<file path="src/rtl/alu_exec_unit.sv">
// Single-cycle registered ALU execute stage with PC adders.
// Optional signed-overflow flag output enabled by ALU_OVERFLOW_EN.
module alu_exec_unit #(
  parameter int unsigned PC_INC = 4
) (
  input  logic        clk,
  input  logic        rst_n,
  input  logic        in_valid,
  input  logic [1:0]  aluop,
  input  logic [3:0]  funct,
  input  logic [4:0]  shamt,
  input  logic [31:0] a,
  input  logic [31:0] b,
  input  logic [31:0] pc,
  input  logic [31:0] br_off,
`ifdef ALU_OVERFLOW_EN
  output logic        ovf,
`endif
  output logic        out_valid,
  output logic [2:0]  alu_ctl,
  output logic [31:0] result,
  output logic        zero,
  output logic [31:0] pc_plus4,
  output logic [31:0] br_target
);

  localparam logic [2:0] CTL_AND = 3'b000;
  localparam logic [2:0] CTL_OR  = 3'b001;
  localparam logic [2:0] CTL_ADD = 3'b010;
  localparam logic [2:0] CTL_SLL = 3'b011;
  localparam logic [2:0] CTL_NOR = 3'b100;
  localparam logic [2:0] CTL_SRL = 3'b101;
  localparam logic [2:0] CTL_SUB = 3'b110;
  localparam logic [2:0] CTL_SLT = 3'b111;

  localparam logic [31:0] INC = PC_INC[31:0];

  logic [2:0]  ctl;
  logic [31:0] res;
  logic [31:0] pc4;

  logic        out_valid_d, out_valid_q;
  logic [2:0]  alu_ctl_d, alu_ctl_q;
  logic [31:0] result_d, result_q;
  logic        zero_d, zero_q;
  logic [31:0] pc_plus4_d, pc_plus4_q;
  logic [31:0] br_target_d, br_target_q;

  always_comb begin
    ctl = CTL_ADD;
    unique case (aluop)
      2'b00: ctl = CTL_ADD;
      2'b01: ctl = CTL_SUB;
      2'b10: begin
        unique case (funct)
          4'b0000: ctl = CTL_ADD;
          4'b0010: ctl = CTL_SUB;
          4'b0100: ctl = CTL_AND;
          4'b0101: ctl = CTL_OR;
          4'b0111: ctl = CTL_NOR;
          4'b1010: ctl = CTL_SLT;
          default: ctl = CTL_ADD;
        endcase
      end
      2'b11: ctl = funct[1] ? CTL_SRL : CTL_SLL;
      default: ctl = CTL_ADD;
    endcase
  end

  always_comb begin
    res = 32'd0;
    unique case (ctl)
      CTL_AND: res = a & b;
      CTL_OR:  res = a | b;
      CTL_ADD: res = a + b;
      CTL_SUB: res = a - b;
      CTL_NOR: res = ~(a | b);
      CTL_SLT: res = {31'd0, $signed(a) < $signed(b)};
      CTL_SLL: res = b << shamt;
      CTL_SRL: res = b >> shamt;
      default: res = 32'd0;
    endcase
  end

  assign pc4 = pc + INC;

  always_comb begin
    out_valid_d = in_valid;
    alu_ctl_d   = alu_ctl_q;
    result_d    = result_q;
    zero_d      = zero_q;
    pc_plus4_d  = pc_plus4_q;
    br_target_d = br_target_q;
    if (in_valid) begin
      alu_ctl_d   = ctl;
      result_d    = res;
      zero_d      = (res == 32'd0);
      pc_plus4_d  = pc4;
      br_target_d = pc4 + br_off;
    end
  end

  always_ff @(posedge clk or negedge rst_n) begin
    if (!rst_n) begin
      out_valid_q <= 1'b0;
      alu_ctl_q   <= 3'd0;
      result_q    <= 32'd0;
      zero_q      <= 1'b0;
      pc_plus4_q  <= 32'd0;
      br_target_q <= 32'd0;
    end else begin
      out_valid_q <= out_valid_d;
      alu_ctl_q   <= alu_ctl_d;
      result_q    <= result_d;
      zero_q      <= zero_d;
      pc_plus4_q  <= pc_plus4_d;
      br_target_q <= br_target_d;
    end
  end

  assign out_valid = out_valid_q;
  assign alu_ctl   = alu_ctl_q;
  assign result    = result_q;
  assign zero      = zero_q;
  assign pc_plus4  = pc_plus4_q;
  assign br_target = br_target_q;

`ifdef ALU_OVERFLOW_EN
  logic ovf_c;
  logic ovf_d, ovf_q;

  // Overflow iff result sign disagrees with a when b's sign permits it.
  always_comb begin
    ovf_c = 1'b0;
    if (ctl == CTL_ADD)
      ovf_c = (a[31] == b[31]) && (res[31] != a[31]);
    else if (ctl == CTL_SUB)
      ovf_c = (a[31] != b[31]) && (res[31] != a[31]);
  end

  always_comb begin
    ovf_d = ovf_q;
    if (in_valid) ovf_d = ovf_c;
  end

  always_ff @(posedge clk or negedge rst_n) begin
    if (!rst_n) ovf_q <= 1'b0;
    else        ovf_q <= ovf_d;
  end

  assign ovf = ovf_q;
`endif

endmodule

</file>
<file path="config.mk">
export PLATFORM = sky130hd
export DESIGN_NAME = alu_exec_unit
export DESIGN_NICKNAME = d
export VERILOG_FILES = /design/src/rtl/alu_exec_unit.sv
export SDC_FILE = /design/constraint.sdc
export NUM_CORES = 1
export LEC_CHECK = 0
export ABC_AREA = 1
export BUFFER_PORTS_ARGS = -buffer_cell sky130_fd_sc_hd__buf_2
export CAP_MARGIN = 20
export CORE_MARGIN = 3
export CORE_UTILIZATION = 50
export DETAILED_ROUTE_END_ITERATION = 10
export PLACE_DENSITY = 0.71
export SETUP_SLACK_MARGIN = 0.1
export SYNTH_ARGS = -nofsm -noshare
export SYNTH_HDL_FRONTEND = slang
export SYNTH_SLANG_ARGS = --single-unit
export TNS_END_PERCENT = 30
</file>
<file path="constraint.sdc">
create_clock -name clk -period 0.9 [get_ports clk]
set_input_delay 0.135 -clock clk [delete_from_list [all_inputs] [get_ports clk]]
set_output_delay 0.135 -clock clk [all_outputs]
set_load 0.02 [all_outputs]
</file>
==> results of run 1 <==
-- metal layers --
layer	GRT overflow	track usage
met5	0	0.114
met4	2	0.696
met3	0	0.430
met2	2	0.901
met1	0	0.670
-- timing repair --
item                       CTS
hold buffers                 1
resized for setup          952
buffers inserted           127
pin swaps                  300
setup endpoints to repair  193
hold endpoints to repair   101
gates cloned                 3
-- cell families after synthesis --
| family | share of synthesized area |
|---|---|
| xor+xnor | 0.0246 |
| compound gates | 0.0858 |
| flops | 0.152 |
| fa+ha+maj | 0.101 |
| simple gates | 0.499 |
| buf+inv | 0.137 |
-- stage by stage --
step                hold slack [ns]  setup WS (ns)
CTS                          0.0757          -2.00
detailed placement           0.0450          -2.62
global placement             0.0416          -2.41
floorplan                    -0.161          -1.78
==> reports/metrics.cfg, run 1 <==
[synthesis]
avgSynthCellArea_um2 = 5.40
synth-async-reset-ratio = 1.00
yosys-top-cells-area = nand2_1, dfrtp_1, nand3_1
ys.flop_type = dfrtp_1
synthMostInstantiatedCell = nand2_1
yosysSeqAreaShare = 0.152
ys_ff_latch = 101
yosysUniqueCellTypes = 50
yosysWarningCount = 0
synth_edf_count = 0
synth_nets = 3351
yosysTopAreaCell = nand2_1
synthTopCellsByCount = nand2_1, nand3_1, inv_1
yosysTopAreaCellShare = 0.246
syn_area_um2 = 16600
syn_inst = 3076

[placed_design]
gp_congestion = 1.10
place_hpwl_um = 69100
dpl.cell_count = 4260
dpl_cell_area_um2 = 23400
portBuffers = 242

[global_route]
grt-ovfl-total = 4
grt_pass1_vias = 30200
grt_pass1_wl_um = 182000
grt_start_max_net_pins = 67
grt_usage = 0.672

[outcome]
haltStage = global routing
stop_error = [ERROR GRT-0116] Global routing finished with congestion. Check the congestion regions in the DRC Viewer.
outcome = aborted with a tool error

[floorplan]
die_h_um = 188
floorplan.rows = 66
initial_utilization = 0.509
die_w_um = 188
num_io_pins = 243

[cts]
cts-htree-levels = 3
cts_num_sinks = 101
cts_root_buf = clkbuf_16
clockBufferDepth = 2
cts_made_buffers = 9

==> run 2: changes to the inputs <==
- CORE_UTILIZATION: 50 -> 35
- PLACE_DENSITY: 0.71 -> not set
- PLACE_DENSITY_LB_ADDON: not set -> 0.15
- SETUP_SLACK_MARGIN: 0.1 -> not set
==> run 2 against run 1 <==
Effect of this change: synthesized cell count is the same; synthesized area is the same; the flow now finishes, with violations (setup timing).
==> reports/metrics.cfg, run 2 <==
[cts]
cts_root_buf = clkbuf_16
cts_num_sinks = 101  ; unchanged
clkTransAtPathRegs_ns = 0.09
clockBufferDepth = 2  ; unchanged
cts_tree = yes
clk_latency_ns = 0.39
cts_made_buffers = 9  ; unchanged
cts-htree-levels = 3  ; unchanged

[sta]
fin_skew_ns = 0
fin_ws_ns = -2.07
fin_crit_ns = 2.97
holdWs_ns = 0.0584
period_share = 3.29
max_slew_margin = 0.668
setup_viol = 189
hold_viol_final = 0
setup_tns_ns = -106.64
fmax_mhz = 337
rsz0062_at_grt = yes
worst_pin_slew_ns = 0.496
drv_slew = 0

[floorplan]
fp.coreArea_um2 = 46800
num_io_pins = 243  ; unchanged
dieArea_um2 = 50100
initial_utilization = 0.355  ; -0.154
die_w_um = 224  ; +19%
floorplan.rows = 79  ; +20%
die_h_um = 224  ; +19%

[worst_setup_path]
cp.arrival_ns = 3.26
r2r-end = br_target[24]
slowest_stage = ha_4
reg2regPathDepth = 2
r2r_start = br_target[24]
cpMostUsedCell = nor2_2
r2r_slack_ns = 0.19
startpoint = pc[3]
cp_cell_sequence = buf_8 -> ha_4 -> nand4_1 -> nor2_2 -> buf_6 -> buf_6 -> nand2_4 -> nor2_4 -> nand4_1 -> nor2_1 -> buf_4 -> buf_4 -> nor2_2 -> nor2_2 -> ha_4 -> a21oi_4 -> o21a_1 -> o221a_4 -> nand3_4 -> a21o_1 -> or2_4 -> nand3_2 -> nand2_2
worstSetupEndpointType = flip-flop
max_stage_delay_ns = 0.26
endpoint = br_target[27]
start_kind = input port
critical_path_class = in -> reg
critPathMaxFanout = 5
required_ns = 1.20

[route]
num_vias = 24600
dr.pass1.iters = 6
avgRoutedWirePerCell_um = 20.1
drc = 0
drt-vias-per-instance = 5.27
ant_nets = 0
drt_iter0_drc = 2527
totalWireLength_um = 93600

[global_route]
grt_start_max_net_pins = 53
grt_pass1_wl_um = 137000
grt-ovfl-total = 0
antenna_found_initial = 4
grt_usage = 0.354
grt_pass1_vias = 23400

[finish]
final_cells = 4667
fin_util = 0.658
layout-drive-gt1-share = 0.498
fillers = 4203
finalInstanceArea_um2 = 30800
layout_commonest_cell = nand2_1
layout_common_cells = nand2_1, buf_4, nand3_1, inv_1, buf_2
syn2layout_area_growth_pct = 85.1
layout.nets = 4328

[synthesis]
yosysSeqAreaShare = 0.152  ; unchanged
yosysTopAreaCell = nand2_1
yosysWarningCount = 0  ; unchanged
synthTopCellsByCount = nand2_1, nand3_1, inv_1
ys_ff_latch = 101  ; unchanged
synth-async-reset-ratio = 1.00  ; unchanged
yosysUniqueCellTypes = 50  ; unchanged
synth_edf_count = 0  ; unchanged
syn_inst = 3076  ; unchanged
avgSynthCellArea_um2 = 5.40  ; unchanged
yosysTopAreaCellShare = 0.246  ; unchanged
synthMostInstantiatedCell = nand2_1
yosys-top-cells-area = nand2_1, dfrtp_1, nand3_1
synth_nets = 3351  ; unchanged
syn_area_um2 = 16600  ; unchanged
ys.flop_type = dfrtp_1

[pwr]
p_sw_mw = 14.8
power_frac_seq = 0.182
swShare = 0.471
leakage_nw = 16.2
p_comb_frac = 0.684
pwr_density_cell_nw_per_um2 = 1020
p_clk_frac = 0.134
finalPower_mw = 31.3
ir_drop_uv = 804
p_int_mw = 16.6

[outcome]
violations = setup timing
outcome = finished, violations left

[placed_design]
gp_congestion = 1.02  ; -7.0%
portBuffers = 242  ; unchanged
dpl_cell_area_um2 = 24600  ; +4.8%
dpl.cell_count = 4542  ; +6.6%
place_hpwl_um = 74000  ; +7.2%
pre_cts_slack_ns = -2.54  ; +0.0762 ns

[flow_run]
cap_viol_max_count = 0

[worst_hold_path]
hp-class = in -> reg

run 2: how the worst min path moves through the flow:
stage	from	end	slack, ns	cells past startpoint
detailed placement	rst_n	pc_plus4[14]	0.04	1
CTS	pc[0]	pc_plus4[0]	0.04	4
global route	pc[0]	pc_plus4[0]	0.09	4
finish	pc[0]	pc_plus4[0]	0.06	4
global placement	rst_n	pc_plus4[14]	0.04	1
floorplan	rst_n	alu_ctl[0]	-0.16	0
run 2: metal layers:
metal / share of wire / global-route usage / up-vias
met3: 0.084 / 0.0579 / 172
met2: 0.43 / 0.537 / 1081
met1: 0.45 / 0.517 / 11700
li1: - / - / 11700
met5: 0.00025 / 0 / -
met4: 0.031 / 0.103 / 4
run 2: layout make-up:
class                           count  area (um2)  area share
Multi-Input combinational cell   2399       16400       0.533
Sequential cell                   101        2530      0.0822
Antenna cell                        2        5.00    0.000163
Clock buffer                        9         225     0.00732
Inverter                          453        1850      0.0601
Tap cell                          607         759      0.0247
Clock inverter                      7        91.3     0.00297
Timing Repair Buffer             1089        8890       0.289
run 2: logic make-up (layout without fill, tap and decap cells):
logic type	after synthesis	in the layout	synth area share
and+or+nand+nor	1957	1957	0.499
buffers and inverters	576	1558	0.137
AOI/OAI and AO/OA	264	264	0.0858
adders and majority gates	133	133	0.101
DFF	101	101	0.152
xor gates and xnor gates	45	45	0.0246
other	0	2	0
run 2: repair_timing:
item	in CTS	in global routing
setup buffers	102	48
hold buffers	2	0
pin swaps	310	299
gates resized for setup	929	434
hold endpoints to repair	102	0
endpoints found under the setup margin	189	193
gates cloned	4	0
run 2: power groups by stage:
| stage | registers (mW) | clock network, mW | logic [mW] |
|---|---|---|---|
| global placement | 5.74 | 0 | 16.0 |
| floorplan | 6.55 | 0 | 7.12 |
| finish | 5.71 | 4.21 | 21.4 |
| global route | 5.77 | 4.41 | 22.7 |
| detailed placement | 5.76 | 0 | 16.1 |
| CTS | 5.68 | 4.32 | 19.3 |
run 2: worst max-delay path: cells and delay by family:
kind                       cells  cell delay, ns
AOI/OAI and AO/OA              4            0.74
and+or+nand+nor               12            1.41
buffers and inverters          5            0.57
adders and majority gates      2            0.39
(Power assumes the default switching activity.)
==> run 3: changes to the inputs <==
- CORE_UTILIZATION: 35 -> 55
==> run 3 against run 2 <==
Effect of this change: the run now fails in global routing; synthesized area is the same; synthesized cell count is the same.
==> reports/metrics.cfg, run 3 <==
[floorplan]
initial_utilization = 0.559  ; +0.204
die_w_um = 180  ; -20%
die_h_um = 180  ; -20%
num_io_pins = 243  ; unchanged
floorplan.rows = 63  ; -20%

[outcome]
outcome = aborted with a tool error
stop_error = [ERROR GRT-0116] Global routing finished with congestion. Check the congestion regions in the DRC Viewer.
haltStage = global routing

[synthesis]
yosysUniqueCellTypes = 50  ; unchanged
synth_top_family_by_area = simple AND/OR/NAND/NOR gates
ys.flop_type = dfrtp_1
synthMuxAreaShare = 0  ; unchanged
ys_ff_latch = 101  ; unchanged
synth_nets = 3351  ; unchanged
syn_inst = 3076  ; unchanged
yosysTopAreaCell = nand2_1
synth-async-reset-ratio = 1.00  ; unchanged
syn_area_um2 = 16600  ; unchanged
synth_edf_count = 0  ; unchanged
synthMostInstantiatedCell = nand2_1
avgSynthCellArea_um2 = 5.40  ; unchanged
synthTopCellsByCount = nand2_1, nand3_1, inv_1
yosysSeqAreaShare = 0.152  ; unchanged
yosysWarningCount = 0  ; unchanged
synthAdderAreaFrac = 0.101  ; unchanged
yosys.area_share.simple = 0.499  ; unchanged
synthXorXnorAreaFrac = 0.0246  ; unchanged
synth_compound_area_frac = 0.0858  ; unchanged
yosys-top-cells-area = nand2_1, dfrtp_1, nand3_1
yosysTopAreaCellShare = 0.246  ; unchanged

[cts]
cts_root_buf = clkbuf_16
cts_made_buffers = 9  ; unchanged
clockBufferDepth = 2  ; unchanged
cts_num_sinks = 101  ; unchanged
cts-htree-levels = 3  ; unchanged

[global_route]
grt_start_max_net_pins = 67
grt-ovfl-total = 739
grt_usage = 0.852
grt_pass1_wl_um = 223000
grt_pass1_vias = 34500

[placed_design]
gp_congestion = 1.14  ; +12%
portBuffers = 242  ; unchanged
place_hpwl_um = 66700  ; -9.9%

[run 3: cell counts after synthesis]
Identical to the previous run, type by type.
[run 3: through the flow]
step | std cells | worst slack (ns) | util | TNS, ns | area [um2]
CTS | 4323 | -1.98 | 0.936 | -99.79 | 27800
floorplan | 3076 | -1.78 | - | -75.08 | 17400
global placement | 4207 | -2.32 | 0.786 | -119.75 | 23400
detailed placement | 4207 | -2.53 | 0.786 | -131.20 | 23400
[run 3: kinds of logic after synthesis]
family / count (synthesis)
simple gates: 1957
buf+inv: 576
compound gates: 264
fa+ha+maj: 133
flops: 101
xor+xnor: 45
[run 3: what timing repair did]
action / in CTS
gates resized for setup: 928
hold buffers: 1
hold endpoints to repair: 101
gates cloned: 5
pin swaps: 286
setup endpoints to repair: 192
buffers inserted: 121
[run 3: routing by layer]
metal	track usage	GRT overflow
met5	0.305	0
met4	0.926	268
met3	0.706	17
met2	1.02	441
met1	0.821	13
